`src/rtl/alu_pkg.sv`:
```
// rtl/alu_pkg.sv - shared ALU control codes, widths and result record
package alu_pkg;

  localparam int ALU_XLEN  = 32;
  localparam int ALU_TAG_W = 5;

  // Codes 100-111 are unassigned; the decoder never emits them on purpose.
  typedef enum logic [2:0] {
    ALU_ADD = 3'b000,
    ALU_SUB = 3'b001,
    ALU_AND = 3'b010,
    ALU_OR  = 3'b011
  } alu_ctrl_e;

  typedef struct packed {
    logic [ALU_XLEN-1:0]  result;
    logic                 zero;
    logic                 neg;
    logic                 carry;
    logic                 ovf;
    logic                 illegal;
    logic [ALU_TAG_W-1:0] tag;
  } alu_res_t;

endpackage

```
`src/rtl/alu_core.sv`:
```
// rtl/alu_core.sv - combinational ALU: (ctrl, a, b) -> result and flags
//
// Ports:
//   ctrl  in   3         alu_control code
//   a     in   ALU_XLEN  operand A
//   b     in   ALU_XLEN  operand B
//   res   out  alu_res_t result and flags; tag field is always 0 here
module alu_core
  import alu_pkg::*;
(
  input  logic [2:0]          ctrl,
  input  logic [ALU_XLEN-1:0] a,
  input  logic [ALU_XLEN-1:0] b,
  output alu_res_t            res
);

  logic                is_sub;
  logic [ALU_XLEN-1:0] b_eff;
  logic [ALU_XLEN:0]   sum;
  logic                arith_ovf;

  // SUB is a + ~b + 1 so the shared adder gives carry = no-borrow.
  always_comb begin
    is_sub    = (ctrl == ALU_SUB);
    b_eff     = is_sub ? ~b : b;
    sum       = {1'b0, a} + {1'b0, b_eff} + {{ALU_XLEN{1'b0}}, is_sub};
    arith_ovf = (a[ALU_XLEN-1] == b_eff[ALU_XLEN-1]) &&
                (sum[ALU_XLEN-1] != a[ALU_XLEN-1]);
  end

  always_comb begin
    res = '0;
    case (ctrl)
      ALU_ADD, ALU_SUB: begin
        res.result = sum[ALU_XLEN-1:0];
        res.carry  = sum[ALU_XLEN];
        res.ovf    = arith_ovf;
      end
      ALU_AND: res.result = a & b;
      ALU_OR:  res.result = a | b;
      default: begin
        // Unassigned code: behave as ADD but mark it for the trap logic.
        res.result  = sum[ALU_XLEN-1:0];
        res.carry   = sum[ALU_XLEN];
        res.ovf     = arith_ovf;
        res.illegal = 1'b1;
      end
    endcase
    res.zero = (res.result == '0);
    res.neg  = res.result[ALU_XLEN-1];
  end

endmodule

```
`src/rtl/alu_exec_stage.sv`:
```
// rtl/alu_exec_stage.sv - execute stage: ALU plus registered output with 2-entry skid buffer
//
// Ports:
//   clk, rst_n                  clock, asynchronous active-low reset
//   in_valid/in_ready           upstream handshake; in_ready depends on state only
//   in_ctrl, in_a, in_b, in_tag operation, operands and sideband tag
//   out_valid/out_ready         downstream handshake
//   out_result, out_zero, out_neg, out_carry, out_ovf, out_illegal, out_tag
//                               registered result of the oldest pending op
module alu_exec_stage
  import alu_pkg::*;
#(
  parameter int XLEN  = ALU_XLEN,
  parameter int TAG_W = ALU_TAG_W
) (
  input  logic             clk,
  input  logic             rst_n,
  input  logic             in_valid,
  output logic             in_ready,
  input  logic [2:0]       in_ctrl,
  input  logic [XLEN-1:0]  in_a,
  input  logic [XLEN-1:0]  in_b,
  input  logic [TAG_W-1:0] in_tag,
  output logic             out_valid,
  input  logic             out_ready,
  output logic [XLEN-1:0]  out_result,
  output logic             out_zero,
  output logic             out_neg,
  output logic             out_carry,
  output logic             out_ovf,
  output logic             out_illegal,
  output logic [TAG_W-1:0] out_tag
);

  typedef enum logic [1:0] {
    ST_EMPTY,
    ST_ONE,
    ST_TWO
  } state_e;

  state_e   state;
  logic     in_ready_q;
  logic     out_valid_q;
  alu_res_t core_res;
  alu_res_t in_res;
  alu_res_t m_reg;
  alu_res_t s_reg;
  logic     accept;

  alu_core u_core (
    .ctrl (in_ctrl),
    .a    (in_a),
    .b    (in_b),
    .res  (core_res)
  );

  always_comb begin
    in_res     = core_res;
    in_res.tag = in_tag;
  end

  assign accept = in_valid && in_ready_q;

  // in_ready is precomputed for the next state so out_ready never reaches it combinationally.
  always_ff @(posedge clk or negedge rst_n) begin
    if (!rst_n) begin
      state       <= ST_EMPTY;
      in_ready_q  <= 1'b1;
      out_valid_q <= 1'b0;
      m_reg       <= '0;
      s_reg       <= '0;
    end else begin
      case (state)
        ST_EMPTY: begin
          if (accept) begin
            m_reg       <= in_res;
            state       <= ST_ONE;
            out_valid_q <= 1'b1;
          end
        end
        ST_ONE: begin
          if (accept && out_ready) begin
            m_reg <= in_res;
          end else if (accept) begin
            s_reg      <= in_res;
            state      <= ST_TWO;
            in_ready_q <= 1'b0;
          end else if (out_ready) begin
            state       <= ST_EMPTY;
            out_valid_q <= 1'b0;
          end
        end
        ST_TWO: begin
          if (out_ready) begin
            m_reg      <= s_reg;
            state      <= ST_ONE;
            in_ready_q <= 1'b1;
          end
        end
        default: begin
          state       <= ST_EMPTY;
          in_ready_q  <= 1'b1;
          out_valid_q <= 1'b0;
        end
      endcase
    end
  end

  assign in_ready    = in_ready_q;
  assign out_valid   = out_valid_q;
  assign out_result  = m_reg.result;
  assign out_zero    = m_reg.zero;
  assign out_neg     = m_reg.neg;
  assign out_carry   = m_reg.carry;
  assign out_ovf     = m_reg.ovf;
  assign out_illegal = m_reg.illegal;
  assign out_tag     = m_reg.tag;

endmodule

```
`config.mk`:
```
export PLATFORM = sky130hd
export DESIGN_NAME = alu_exec_stage
export DESIGN_NICKNAME = d
export VERILOG_FILES = /design/src/rtl/alu_pkg.sv /design/src/rtl/alu_core.sv /design/src/rtl/alu_exec_stage.sv
export SDC_FILE = /design/constraint.sdc
export NUM_CORES = 1
export LEC_CHECK = 0
export ABC_CLOCK_PERIOD_IN_PS = 2300
export BUFFER_PORTS_ARGS = -buffer_cell sky130_fd_sc_hd__buf_2
export CORE_MARGIN = 2
export CORE_UTILIZATION = 45
export DETAILED_ROUTE_END_ITERATION = 8
export PLACE_DENSITY = 0.66
export SLEW_MARGIN = 10
export SYNTH_ARGS = -nofsm -noshare
export SYNTH_HDL_FRONTEND = slang
export SYNTH_SLANG_ARGS = --single-unit
```
`constraint.sdc`:
```
create_clock -name clk -period 2.3 [get_ports clk]
set_clock_uncertainty 0.1 [all_clocks]
set_input_delay 0.115 -clock clk [delete_from_list [all_inputs] [get_ports clk]]
set_output_delay 0.115 -clock clk [all_outputs]
set_load 0.1 [all_outputs]
```
==> run summary <==
==================================================================================
Outcome                                                               complete, but fails checks
Failing checks                                                        negative setup slack
Overall routed net length                                                  25.3 mm
Layout cells sized above 1                                                   53.1%
Clock tree from TritonCTS                                                      yes
Ranking of synthesized cells by area                                  dfrtp_1 (31%), o21ai_0 (7.7%), nand2_1 (6.9%), ha_1 (6.6%), xor2_1 (4.9%)
Combined area of the multi-input logic cells                              5670 µm²
Dpl ws                                                                    -1.77 ns
Synth cell types                                                                72
Async set-or-reset flop fraction in the synthesized netlist                   100%
Max-cap check violation count                                                    0
Crit. End Element                                                        flip-flop
Unrepaired setup endpoints after global routing                               true
Crit path setup slack, layout                                             -1.48 ns
Dpl hpwl                                                                   15.3 mm
Instance count of the mapped netlist                                           803
Maximum number of pins on one net before global-route repair                    61
Critical Path Source                                                    in_ctrl[1]
Total congestion overflow after global routing                                   0
EDFF count, synth                                                                0
Transition time of the tightest slew-check pin                            0.796 ns
Worst Path Required                                                        2.43 ns
Total area of sequential cells                                            2150 µm²
Pwr Density                                                             868 nW/µm²
Post-synthesis instance area                                              6780 µm²
Smallest hold slack                                                      0.0998 ns
CTS sink count                                                                  86
PortBufs                                                                       119
Core Rows                                                                       44
Filler Cells Inserted                                                          931
Initial core utilization                                                     46.3%
Height of the die                                                           127 µm
Area overhead of the layout relative to synthesis                            66.0%
Filler-free cell count of the finished design                                1,330
GRT Overall Usage                                                            27.2%
Flip-flop count of the largest register, all copies and words added             41
Synth Area per Inst                                                       8.45 µm²
Core region area                                                        14,600 µm²
DRT iter0 DRCs                                                                 682
RePlAce Congestion                                                           0.903
Die width                                                                   127 µm
Detailed-router iteration count before antenna repair                            6
Top FF cell, synth                                                         dfrtp_1
Maximum VDD drop                                                        0.000810 V
Final count of negative-setup-slack endpoints                                   59
Synth top area share                                                         31.4%
Sequence of cells on the critical path                                buf_8, nor3b_4, buf_6, buf_4, xor2_1, ha_1, buf_4, nand4_1, o221ai_2, a21o_1, a31oi_1, o21ai_1, xor2_1, or4b_4, a2111oi_4, nand4b_1, o41ai_2
Via count of the first global-routing pass                                   7,187
Number of top-level pins                                                       120
Final sum of negative setup slack                                        -46.88 ns
Synth Register Bits                                                             86
Class of the worst hold path                                             in -> reg
Later-pin clock latency in the skew report                                 0.33 ns
Drc violations                                                                   0
Category of the critical setup timing path                               in -> reg
Via/cell ratio                                                                5.88
Final Hold Fails                                                                 0
H-Tree Level Count                                                               3
Post-layout net count                                                        1,256
Total number of vias                                                         7,825
Endpoint of the worst-slack reg-to-reg timing path                        out_zero
Pwr Total                                                                  9770 µW
Final cycle utilization of the critical path                                  164%
Endpoint arrival time on the critical path                                 3.92 ns
Largest incremental delay on the critical path                             0.53 ns
Initial antenna violation count                                                  0
Capturing instance or port of the critical path                           out_zero
Min cycle time layout                                                      3.78 ns
Net count after synthesis                                                      916
YS warnings                                                                      0
Post-synthesis sequential area ratio                                         31.7%
Maximum clock insertion buffer count                                             2
Placed insts                                                                 1,243
Critical R2R Launch                                                       in_ready
Maximum clock frequency                                                    264 MHz
Crit Path Max Fanout                                                             8
Cell type contributing the most total cell area after synthesis            dfrtp_1
Startpoint type of the worst setup path                               primary input
Normalized max-slew margin                                                   46.8%
First-pass GRT wire length                                                 35.7 mm
Count of cells along the worst register-to-register path                         8
Cell with the biggest individual delay on the critical path                 or4b_4
Static leakage                                                          0.00533 µW
Flop2flop setup slack                                                      0.08 ns
Number of cells on the worst hold path                                           3
Count of final max-slew check failures                                           0
Clock slew at reported path FFs                                            0.06 ns
Antenna diode instance count                                                     0
Buffer cell driving the clock tree root                                  clkbuf_16
Area of the die                                                         16,100 µm²
Detailed-route wire length per cell                                        19.0 µm
Number of buffers added by the clock tree synthesis step                         9
Residual antenna-violating net count after detailed routing                      0
==================================================================================
## kinds of logic (layout without fill, tap and decap cells)
kind of cell | Yosys count | after routing | synth area share (%)
AOI/OAI and AO/OA | 260 | 260 | 24.1
and+or+nand+nor | 237 | 237 | 16.0
DFF | 86 | 86 | 31.7
buffers and inverters | 62 | 405 | 3.73
adders and majority gates | 57 | 57 | 9.89
muxes | 53 | 53 | 8.37
xor gates and xnor gates | 48 | 48 | 6.20
## cell usage after synthesis, types with 3 or more instances
cell,n
o21a_1,11
maj3_1,20
or4_1,3
nand3_1,10
a221o_1,3
o211ai_1,7
o31ai_1,7
nand2b_1,3
nor2b_1,6
nand4_1,9
a21oi_1,55
a211oi_1,8
nand2_1,124
mux2i_1,26
or3_1,4
o221ai_1,4
a41oi_1,3
dfrtp_1,85
and2_1,3
xor2_1,38
clkbuf_1,33
buf_2,10
a21o_1,10
buf_1,10
mux2_2,26
nor3b_1,6
o21ai_1,3
inv_1,7
nor4_1,5
ha_1,36
xnor2_1,10
o21ai_0,105
o21bai_1,3
a31oi_1,11
o22ai_1,3
nor3_1,9
nor2_1,43
## placed cells by master, fill, tap and decap left out, types with 26 or more instances in the layout
cell type | Yosys | layout
dfrtp_1 | 85 | 85
buf_4 | 2 | 204
a21oi_1 | 55 | 28
buf_2 | 10 | 115
xor2_1 | 38 | 26
nand2_1 | 124 | 109
buf_6 | 0 | 45
nor2_1 | 43 | 33
o21ai_0 | 105 | 34
o21ai_2 | 1 | 30
o21ai_1 | 3 | 42
## metal layers
metal / vias to the layer above / track usage [%] / wire length (µm) / part of all wire, %
met5: - / 0 / 0 / 0
met4: 0 / 5.75 / 1050 / 4.1
met3: 102 / 4.18 / 1650 / 6.5
met2: 369 / 45.8 / 12000 / 47
met1: 3744 / 37.3 / 10600 / 42
li1: 3610 / - / - / -
## critical path: cells and delay by family
| kind | cells | cell delay [ns] |
|---|---|---|
| AOI/OAI and AO/OA | 6 | 1.40 |
| and+or+nand+nor | 4 | 1.13 |
| xor gates and xnor gates | 2 | 0.38 |
| buffers and inverters | 4 | 0.61 |
| adders and majority gates | 1 | 0.29 |
## repair_timing
item | in CTS | in global routing
endpoints found under the hold margin | 75 | 0
pin swaps | 82 | 103
cloned | 1 | 0
setup endpoints to repair | 58 | 59
hold buffers | 8 | 0
buffers inserted | 42 | 37
resized for setup | 171 | 138
## report_power, final
part           internal, µW  switching [µW]  total (µW)
registers              1900             211        2110
logic                  1950            4420        6370
clock network           746             542        1290
## layout make-up
type                       instances  share of cell area, %
multi-input combinational        655                   50.4
sequential                        86                   19.1
tap                              184                   2.04
clock inverter                     2                 0.0889
timing repair buffer             384                   26.0
inverter                           7                  0.233
clock buffer                      12                   2.19
## through the flow
step           area [µm²]  util (%)
3_3_place_gp         9090      62.1
3_5_place_dp         9090      62.1
2_1_floorplan        7010         -
6_report            11300      76.9
5_1_grt             11300      76.9
4_1_cts             10400      70.7
## how the worst min path moves through the flow
| stage | start | endpoint | slack (ns) |
|---|---|---|---|
| after CTS | in_ctrl[2] | s_reg[5] | 0.09 |
| after detailed placement | rst_n | s_reg[3] | -0.05 |
| after floorplan | rst_n | out_carry | -0.28 |
| final | in_ctrl[2] | s_reg[5] | 0.1 |
| after global routing | in_ctrl[2] | s_reg[5] | 0.09 |
| after global placement | rst_n | out_tag[3] | -0.05 |
Note: power is estimated with default switching activity, not from simulation.
